### config.mk
export PLATFORM = sky130hd
export DESIGN_NAME = prediction_uart_tx_flat
export DESIGN_NICKNAME = d
export VERILOG_FILES = /design/src/rtl/prediction_uart_tx_if.sv /design/src/rtl/prediction_uart_tx.sv /design/src/flat_wrapper.sv
export SDC_FILE = /design/constraint.sdc
export NUM_CORES = 1
export LEC_CHECK = 0
export CORE_MARGIN = 10
export CORE_UTILIZATION = 55
export DETAILED_ROUTE_END_ITERATION = 16
export HOLD_SLACK_MARGIN = 0.05
export PLACE_DENSITY = 0.9
export SYNTH_ARGS = -nofsm -noshare
export SYNTH_HDL_FRONTEND = slang
export SYNTH_SLANG_ARGS = --single-unit
### constraint.sdc
create_clock -name clk -period 3.1 [get_ports clk]
set_input_delay 0.93 -clock clk [delete_from_list [all_inputs] [get_ports clk]]
set_output_delay 0.93 -clock clk [all_outputs]
set_load 0.005 [all_outputs]
### src/rtl/prediction_uart_tx_if.sv
// Handshake between the inference core's result outputs and the UART reporter.
// The core side drives the prediction; the reporter side drives the serial line and status.
interface prediction_uart_tx_if;
    logic [15:0] pred_in;
    logic        pred_done;
    logic        tx;
    logic        busy;
    logic        tx_done;
    logic        overrun;

    modport master (
        output pred_in,
        output pred_done,
        input  tx,
        input  busy,
        input  tx_done,
        input  overrun
    );

    modport slave (
        input  pred_in,
        input  pred_done,
        output tx,
        output busy,
        output tx_done,
        output overrun
    );
endinterface

### src/rtl/prediction_uart_tx.sv
// Captures the inference result on the rising edge of its done level and sends it
// as an ASCII "<digit>\r\n" record over an 8N1 UART line.
module prediction_uart_tx #(
    parameter int CLKS_PER_BIT = 868,
    parameter int MAX_CLASS    = 9
) (
    input  logic                 clk,
    input  logic                 rst,
    prediction_uart_tx_if.slave  bus
);

    typedef enum logic [1:0] {IDLE, START, DATA, STOP} state_t;

    localparam int            BW        = (CLKS_PER_BIT > 1) ? $clog2(CLKS_PER_BIT) : 1;
    localparam logic [BW-1:0] BAUD_LAST = BW'(CLKS_PER_BIT - 1);

    state_t        state,      state_d;
    logic [BW-1:0] baud_cnt,   baud_cnt_d;
    logic [2:0]    bit_idx,    bit_idx_d;
    logic [1:0]    byte_idx,   byte_idx_d;
    logic [7:0]    cur_byte,   cur_byte_d;
    logic          tx_q,       tx_d;
    logic          tx_done_q,  tx_done_d;
    logic          overrun_q,  overrun_d;
    logic          pred_done_q;

    logic rise;
    logic accept;
    logic bit_end;
    logic unused_pred_hi;

    // Only the low nibble carries the class index.
    assign unused_pred_hi = ^bus.pred_in[15:4];

    assign rise    = bus.pred_done & ~pred_done_q;
    // The tx_done cycle still counts as busy, so a rise landing there is dropped.
    assign accept  = rise && (state == IDLE) && !tx_done_q;
    assign bit_end = (baud_cnt == BAUD_LAST);

    // NOTE: every variable driven here gets a default first, so no path leaves it
    // unassigned and no latch is inferred.
    always_comb begin
        state_d    = state;
        baud_cnt_d = '0;
        bit_idx_d  = bit_idx;
        byte_idx_d = byte_idx;
        cur_byte_d = cur_byte;
        tx_done_d  = 1'b0;
        overrun_d  = rise && !accept;

        if (state != IDLE)
            baud_cnt_d = bit_end ? '0 : baud_cnt + 1'b1;

        unique case (state)
            IDLE: begin
                if (accept) begin
                    state_d    = START;
                    byte_idx_d = 2'd0;
                    cur_byte_d = (int'(bus.pred_in[3:0]) <= MAX_CLASS)
                               ? 8'h30 + {4'h0, bus.pred_in[3:0]}
                               : 8'h3F;
                end
            end
            START: begin
                if (bit_end) begin
                    state_d   = DATA;
                    bit_idx_d = 3'd0;
                end
            end
            DATA: begin
                if (bit_end) begin
                    if (bit_idx == 3'd7)
                        state_d = STOP;
                    else
                        bit_idx_d = bit_idx + 3'd1;
                end
            end
            STOP: begin
                if (bit_end) begin
                    if (byte_idx < 2'd2) begin
                        state_d    = START;
                        byte_idx_d = byte_idx + 2'd1;
                        cur_byte_d = (byte_idx == 2'd0) ? 8'h0D : 8'h0A;
                    end else begin
                        state_d   = IDLE;
                        tx_done_d = 1'b1;
                    end
                end
            end
            default: state_d = IDLE;
        endcase

        // The line is registered from the current state, so it lags the FSM by one cycle.
        unique case (state)
            START:   tx_d = 1'b0;
            DATA:    tx_d = cur_byte[bit_idx];
            default: tx_d = 1'b1;
        endcase
    end

    // NOTE: sequential state uses non-blocking assignments so every register
    // samples the pre-edge values, independent of statement order.
    always_ff @(posedge clk or posedge rst) begin
        if (rst) begin
            state       <= IDLE;
            baud_cnt    <= '0;
            bit_idx     <= '0;
            byte_idx    <= '0;
            cur_byte    <= '0;
            tx_q        <= 1'b1;
            tx_done_q   <= 1'b0;
            overrun_q   <= 1'b0;
            pred_done_q <= 1'b0;
        end else begin
            state       <= state_d;
            baud_cnt    <= baud_cnt_d;
            bit_idx     <= bit_idx_d;
            byte_idx    <= byte_idx_d;
            cur_byte    <= cur_byte_d;
            tx_q        <= tx_d;
            tx_done_q   <= tx_done_d;
            overrun_q   <= overrun_d;
            pred_done_q <= bus.pred_done;
        end
    end

    assign bus.tx      = tx_q;
    assign bus.busy    = (state != IDLE);
    assign bus.tx_done = tx_done_q;
    assign bus.overrun = overrun_q;

endmodule

### src/flat_wrapper.sv
// flat-port wrapper written by rule: the top's interface ports become plain ports
module prediction_uart_tx_flat 
#(
    parameter int CLKS_PER_BIT = 868,
    parameter int MAX_CLASS    = 9
)
  (clk, rst, bus_pred_in, bus_pred_done, bus_tx, bus_busy, bus_tx_done, bus_overrun);
  prediction_uart_tx_if bus_i ();
  input  logic clk;
  input  logic rst;
  input wire logic [$bits(bus_i.pred_in)-1:0] bus_pred_in;
  input wire logic [$bits(bus_i.pred_done)-1:0] bus_pred_done;
  output wire logic [$bits(bus_i.tx)-1:0] bus_tx;
  output wire logic [$bits(bus_i.busy)-1:0] bus_busy;
  output wire logic [$bits(bus_i.tx_done)-1:0] bus_tx_done;
  output wire logic [$bits(bus_i.overrun)-1:0] bus_overrun;
  assign bus_i.pred_in = bus_pred_in;
  assign bus_i.pred_done = bus_pred_done;
  assign bus_tx = bus_i.tx;
  assign bus_busy = bus_i.busy;
  assign bus_tx_done = bus_i.tx_done;
  assign bus_overrun = bus_i.overrun;
  prediction_uart_tx #(.CLKS_PER_BIT(CLKS_PER_BIT), .MAX_CLASS(MAX_CLASS)) u_core (.clk(clk), .rst(rst), .bus(bus_i));
endmodule
Word level (Yosys, flattened, before mapping)
Index checks and enable logic that the tools add are counted.
Widths: inputs -> output; s select.
- register bits after elaboration: 29
- output and inout bits: 4
- add/sub/neg operators: 4
- magnitude comparators: 3
- equal/unequal tests: 12
- mux-type cells: 29
- bitwise operators: 2
- reduce and logical (&&, ||, !) cells: 13
- operator list (cell ; count):
    $mux 8 ; 4
    $mux 10 ; 2
    $mux 2 ; 8
    $pmux 8 s2 ; 1
    $mux 3 ; 4
    $ne 2x1->1 const B ; 6
    $add 10x1->10 const B ; 1
    $eq 10x10->1 const B ; 1
    $pmux 2 s4 ; 1
    $reduce_and 4->1 ; 2
    $add 6x4->7 const A ; 1
    $pmux 3 s2 ; 1
    $reduce_bool 2->1 ; 3
    $mux 1 ; 5
    $reduce_and 5->1 ; 1
    $eq 2x2->1 const B ; 2
    $le 4x4->1 const B ; 1
    $logic_not 2->1 ; 2
    $lt 3x4->1 const B ; 1
    $pmux 2 s2 ; 1
    $add 3x1->3 const B ; 1
    $bmux 1 s3 ; 1
    $eq 3x3->1 const B ; 1
    $logic_and 1x1->1 ; 3
    other kinds (8) ; 9

Logic depth before layout (Yosys ltp)
Gate-level depths: netlist of the first run.
- depth in word-level cells: 6
- mapped depth: 6
- mapped depth without buffers: 6

Least setup slack after synthesis of the first run
No wires, ideal clock.
- path type: input to register
- from: input bus_pred_done
- to: register u_core.state[1]
- library setup time: 127 ps
- arrival: 1928 ps
- slack: 1044 ps
- stages on the path: 4
- buffers on the path: 0
- path through: nand2b_1 > o21ai_0 > o211a_1 > mux2_1
- cells in the longest elaborated chain, start to end: 5
- RTL lines (item ; line ; text):
    start, declared ; flat_wrapper.sv:12 ; input wire logic [$bits(bus_i.pred_done)-1:0] bus_pred_done;
    $and 1x1->1 ; prediction_uart_tx.sv:35 ; assign rise = bus.pred_done & ~pred_done_q;
    $logic_and 1x1->1 (2 in series) ; prediction_uart_tx.sv:37 ; assign accept = rise && (state == IDLE) && !tx_done_q;
    $ne 2x1->1 (no source line) ; - ;
    $reduce_and 5->1 (no source line) ; - ;
    end signal, assigned ; prediction_uart_tx.sv:115 ; state <= state_d;
    end, declared ; prediction_uart_tx.sv:17 ; state_t state, state_d;
No other way between the ends.
A chain may end at the register's enable or synchronous reset.

Worst setup path in the final report of the first run
- from: register u_core.state[0]
- to: output bus_busy
- cells in the longest elaborated chain, start to end: 1
- RTL lines (item ; line ; text):
    $reduce_bool 2->1 ; prediction_uart_tx.sv:128 ; assign bus.busy = (state != IDLE);
    end, declared ; flat_wrapper.sv:14 ; output wire logic [$bits(bus_i.busy)-1:0] bus_busy;
No other way between the ends.

==> metrics, run 1 <==
Initial Utilization 57.59%; Setup Slack @ Placement 690.6 ps; clock power share 31.6%; chip height 70.70 um; synth top area cells dfrtp_1 (44%), ha_1 (8.0%), nor2_1 (4.2%), xor2_1 (3.7%), mux2_1 (3.2%); RSZ-0062 raised after global routing no; port buffer count 10; Comb pwr share 4.3%; synth unique cells 37; Max Cap Viol 0; Avg Vias per Cell 5.818; Final WS setup 392.1 ps; register share of total power 64.1%; Final min period 2708 ps; share of cells above drive strength 1 11.26%; Root Driver clkbuf_4; register area 651.9 um2; Filler Cell Count 177; Final setup viols 0; final WL 2726 um; Die ar. 4998 um2; Mean Syn Cell Area 10.40 um2; DRC Markers 0; Placer Congestion 0.8416; CTS tree yes; share of the synthesized area in the top cell type 44.25%; maximum clock path buffer count 2; FF+latch count, synth 26; crit path launch type register; final non-filler cell total 181; Initial DRC Count 62; hold path start u_core.baud_cnt[0]; hold buffers post-CTS 0; ys flop type dfrtp_1; Core Footprint 2455 um2; Worst Clk Skew 3.109 ps; global-route wire length before repair 4899 um; Psw 0.0001098 W; total nets after synthesis 164; number of global-route vias before repair 1093; Hold Crit Class register to register; DR pass1 iterations 4; Nets 180; final core utilization 65.14%; Post-DRT Antenna Nets 0; met3 usage 2.092%; Worst IR Drop VDD 0.0003212 V; Synth area leader dfrtp_1; Final Max Slew Viols 0; CTS Buf Count 3; detailed-placement wirelength estimate 2105 um; # IOs 23; Mapped Area 1414 um2; clk slew on worst S/H paths 140 ps; Critical Path RT 2170 ps; TNS Setup 0 ps; Die X-Extent 70.70 um; CP Capture Type output pin; Total GRT Usage 11.35%; cell row count 18; grt peak-use layer met2; Global Route met1 Usage 13.64%; CP arrival 1780 ps; Rel. slew slack 73.77%; post-CTS resize count 0; Total Power 0.0005349 W; grt ovf 0; M2 GR Usage 19.19%; kind of critical path register to output pin; Area Growth Syn to Fin 13.10%; largest net degree at the start of global routing 27; Async SR Flop Fraction 100.0%; Fmax 0.3693 GHz; crit path max fanout 6; Leak 0.7476 nW; # H-tree levels 1; initial antenna violation count 0; internal power 0.0004251 W; power density cells 334.5 nW/um2; antenna cells 0; Setup Fix Bufs, Post-CTS 0; Worst-Margin Slew 393.5 ps; Clock Sinks 26; Tcrit/Tclk final 87.35%; Skew-Pair Late Insertion Delay 310 ps; placed cell count 177; Critical Path Start u_core.state[0]; worst reg2reg startpoint u_core.bit_idx[0]; footprint of the multi-input gates 724.4 um2; Wirelength per Cell 15.06 um; Yosys Warn Count 0; cells after synthesis 136; post-synthesis sequential area ratio 46.11%; EDFF count, synth 0; status completed; sw frac 20.53%; final hold violations 0; vias 1053
cells in the mapped netlist (3+ instances only):
master / n
xor2_1: 6
inv_1: 9
a22o_1: 3
ha_1: 9
nand2b_1: 3
a21oi_1: 4
and3_1: 5
nand3_1: 3
dfrtp_1: 25
nor2_1: 16
nand4_1: 3
o21ai_0: 5
nand2_1: 11
o21ai_1: 4
mux2_1: 4
critical path, cell delays in order (launching register included):
cell	delay, ps
dfrtp_1	400
inv_1	110
ha_1	290
inv_1	140
clkdlybuf4s50_1	520
power groups by stage:
stage | clock network [W] | registers (W) | logic [W]
5_1_grt | 0.000186 | 0.000344 | 0.0000259
2_1_floorplan | 0 | 0.000349 | 0.00000983
6_report | 0.000169 | 0.000343 | 0.0000233
3_5_place_dp | 0 | 0.000349 | 0.0000240
3_3_place_gp | 0 | 0.000349 | 0.0000228
4_1_cts | 0.000173 | 0.000343 | 0.0000240
kinds of logic after synthesis:
group	Yosys count	synth area share (%)
simple gates	52	20.18
flops	26	46.11
compound gates	25	12.66
buf+inv	10	2.654
fa+ha+maj	9	7.965
xor+xnor	8	4.956
mux	6	5.486
placed cells by master, fill, tap and decap left out, types with 2 or more instances in the layout:
| cell | synthesis | routed |
|---|---|---|
| dfrtp_1 | 25 | 25 |
| nor2_1 | 16 | 16 |
| nand2_1 | 11 | 11 |
| clkdlybuf4s50_1 | 0 | 10 |
| inv_1 | 9 | 9 |
| ha_1 | 9 | 9 |
| xor2_1 | 6 | 6 |
| o21ai_0 | 5 | 5 |
| and3_1 | 5 | 5 |
| a21oi_1 | 4 | 4 |
| o21ai_1 | 4 | 4 |
| mux2_1 | 4 | 4 |
| nand2b_1 | 3 | 3 |
| nand4_1 | 3 | 3 |
| a22o_1 | 3 | 3 |
| nand3_1 | 3 | 3 |
| clkbuf_4 | 0 | 3 |
| or3_4 | 2 | 2 |
| or2_2 | 2 | 2 |
| xnor2_1 | 2 | 2 |
| nor2b_1 | 2 | 2 |
| buf_4 | 0 | 2 |
routing by layer:
metal,wire length [um],part of all wire (%)
met1,1162,43
met2,1404,52
met3,83,3.0
met4,76,2.8
met5,0,0
final cells by class:
cell class / count / area share (%)
multi-input combinational: 100 / 45.31
sequential: 26 / 40.77
timing repair buffer: 12 / 7.199
tap: 30 / 2.347
clock buffer: 4 / 2.269
inverter: 9 / 2.113
metrics by stage:
| stage | hold slack, ps | area (um2) |
|---|---|---|
| detailed placement | 481.4 | 1563 |
| global route | 536.3 | 1599 |
| global placement | 471.5 | 1563 |
| floorplan | 447.6 | 1414 |
| finish | 499.5 | 1599 |
| CTS | 507.9 | 1599 |
state kept, by name, summed over array words and instances, names as in the netlist:
register and cells:
u_core.baud_cnt 10, u_core.cur_byte 5, u_core.bit_idx 3, u_core.byte_idx 2, u_core.state 2, u_core.bus.overrun 1
u_core.bus.tx 1, u_core.bus.tx_done 1, u_core.pred_done_q 1
path summary, 6_finish.rpt:
| path | depth (start not counted) | slack, ps | to |
|---|---|---|---|
| worst max-delay path | 4 | 390 | bus_busy |
| worst min-delay path | 1 | 500 | u_core.baud_cnt[0] |
| worst max register to register | 6 | 1050 | u_core.state[1] |
| worst min register to register | 1 | 500 | u_core.baud_cnt[0] |
| max in group asynchronous | 3 | 1860 | u_core.bus.tx |
| min in group asynchronous | 3 | 950 | u_core.baud_cnt[7] |
Power figures use the tool's default switching activity.
==> run 2: changes to the inputs <==
CTS_CLUSTER_DIAMETER = 150   (was not set)
==> results of run 2 <==
The final DEF is identical to that of run 1; final timing and power are the same.
==> run 3: changes to the inputs <==
CELL_PAD_IN_SITES_DETAIL_PLACEMENT = 1   (was not set)
CELL_PAD_IN_SITES_GLOBAL_PLACEMENT = 2   (was not set)
CORE_UTILIZATION = 36   (was 55)
CTS_CLUSTER_SIZE = 30   (was not set)
PLACE_DENSITY = 0.91   (was 0.9)
==> metrics, run 3 (same netlist as run 1, synthesis figures left out) <==
final non-filler cell total 200 (+10%); placed cell count 196 (+11%); chip height 82.67 um (+17%); RR Endpoint u_core.state[1]; global-route wire length before repair 5409 um (+10%); CP arrival 1760 ps (-20 ps); Die X-Extent 82.67 um (+17%); hold path start u_core.baud_cnt[0]; Final Max Slew Viols 0 (unchanged); Total GRT Usage 10.09% (-1.3 points); crit path max fanout 6 (unchanged); detailed-placement wirelength estimate 2398 um (+14%); Tcrit/Tclk final 86.75% (-0.60 points); # IOs 23 (unchanged); setup slack, reg-to-reg 1050 ps (about the same); RSZ-0062 raised after global routing no; Initial DRC Count 48 (-23%); vias 1050 (-0.28%); Biggest register u_core.baud_cnt; Skew-Pair Late Insertion Delay 270 ps (-40 ps); hold path depth 1 (unchanged); TNS Setup 0 ps (unchanged); Worst Clk Skew 13.17 ps (+10.07 ps); largest net degree at the start of global routing 16 (-41%); Setup Fix Bufs, Post-CTS 0 (unchanged); Root Driver clkbuf_8; worst reg2reg startpoint u_core.bit_idx[0]; most frequent CP cell inv_1; Regs by FF count u_core.baud_cnt x10, u_core.cur_byte x5, u_core.bit_idx x3; crit path launch type register; Core Footprint 3716 um2 (+51%); Max Cap Viol 0 (unchanged); Final setup viols 0 (unchanged); Rel. slew slack 67.06% (-6.7 points); register share of total power 52.8% (-11 points); grt ovf 0 (unchanged); Worst path max stage delay 530 ps (about the same); clk slew on worst S/H paths 100 ps (-40 ps); kind of critical path register to output pin; DRC Markers 0 (unchanged); WHS 489.8 ps (-9.661 ps); Reg2Reg Depth 6 (unchanged); final core utilization 44.78% (-20 points); DR pass1 iterations 4 (unchanged); share of cells above drive strength 1 11.84% (+0.58 points); antenna cells 0 (unchanged); Initial Utilization 38.05% (-20 points); Comb pwr share 3.8% (-0.5 points); max FFs per register 10 (unchanged); sink of the worst hold path u_core.baud_cnt[0]; power density cells 389.9 nW/um2 (+17%); slowest stage cell, crit path clkdlybuf4s50_1; Clock Sinks 26 (unchanged); port buffer count 10 (unchanged); cell row count 22 (+4); Avg Vias per Cell 5.250 (-9.8%); clock power share 43.4% (+12 points); crit-path cells inv_1 -> ha_1 -> inv_1 -> clkdlybuf4s50_1; Post-DRT Antenna Nets 0 (unchanged); Critical Path RT 2170 ps (about the same); CTS Buf Count 3 (unchanged); Worst IR Drop VDD 0.0001666 V (-48%); # H-tree levels 1 (unchanged); CP Capture Type output pin; Area Growth Syn to Fin 17.70%; Die ar. 6834 um2 (+37%); internal power 0.0005267 W (+24%); post-CTS resize count 0 (unchanged); status completed; Worst-Margin Slew 493.6 ps (+100.2 ps); Leak 0.7671 nW (+2.6%); Fmax 0.3719 GHz (+0.70%); hold buffers post-CTS 0 (unchanged); Wirelength per Cell 15.15 um (+0.59%); Nets 181 (+0.56%); Hold Crit Class register to register; sw frac 18.82% (-1.7 points); Final min period 2689 ps (-18.70 ps); most frequent cells in the layout dfrtp_1 (25), nor2_1 (16), nand2_1 (11), clkdlybuf4s50_1 (10); maximum clock path buffer count 2 (unchanged); Final WS setup 410.8 ps (+18.70 ps); Psw 0.0001221 W (+11%); CTS tree yes; Setup Slack @ Placement 639.7 ps (-50.90 ps); commonest non-fill, non-tap cell in the layout dfrtp_1; final hold violations 0 (unchanged); Placer Congestion 0.7982 (-5.2%); number of global-route vias before repair 1137 (+4.0%); final WL 3030 um (+11%); initial antenna violation count 0 (unchanged)
-- run 3: cell types whose count changed in the layout (fill, tap and decap cells not counted), sizes merged --
cell    change
clkbuf      -1
buf         +1
bufinv      +1
-- run 3: through the flow --
step | total power, W | cell area [um2]
after detailed placement | 0.0003745 | 1593
after global routing | 0.0006798 | 1664
after floorplan | 0.0003589 | 1414
after CTS | 0.0006573 | 1664
final | 0.0006488 | 1664
after global placement | 0.0003736 | 1593
-- run 3: worst max path at each step --
stage	start	end	slack [ps]
after detailed placement	bus_pred_done	u_core.state[1]	640
after global routing	u_core.state[0]	bus_busy	270
after global placement	bus_pred_done	u_core.state[1]	690
after CTS	u_core.state[0]	bus_busy	390
after floorplan	bus_pred_done	u_core.state[1]	1040
final	u_core.state[0]	bus_busy	410
-- run 3: metal layers --
metal / part of all wire (%) / track usage, %
met1: 46 / 12.42
met2: 51 / 16.90
met3: 2.5 / 2.268
met4: 0.76 / 3.512
met5: 0 / 0
-- run 3: final cells by class --
class	instances	area (um2)
Tap cell	48	60.06
Fill cell	423	2052
Timing Repair Buffer	13	122.6
Clock buffer	3	41.29
Inverter	9	33.78
Sequential cell	26	651.9
Multi-Input combinational cell	100	724.4
Clock inverter	1	30.03
-- run 3: worst max-delay path, delay by kind of cell, from the launching register on --
family / cells / cell delay, ps
flops: 1 / 390
fa+ha+maj: 1 / 300
buf+inv: 3 / 800
-- run 3: power groups by stage --
| stage | clock network (W) | registers (W) | logic [W] |
|---|---|---|---|
| 2_1_floorplan | 0 | 0.000349 | 0.00000983 |
| 3_3_place_gp | 0 | 0.000349 | 0.0000245 |
| 3_5_place_dp | 0 | 0.000349 | 0.0000253 |
| 4_1_cts | 0.000289 | 0.000343 | 0.0000257 |
| 5_1_grt | 0.000309 | 0.000343 | 0.0000281 |
| 6_report | 0.000281 | 0.000343 | 0.0000248 |
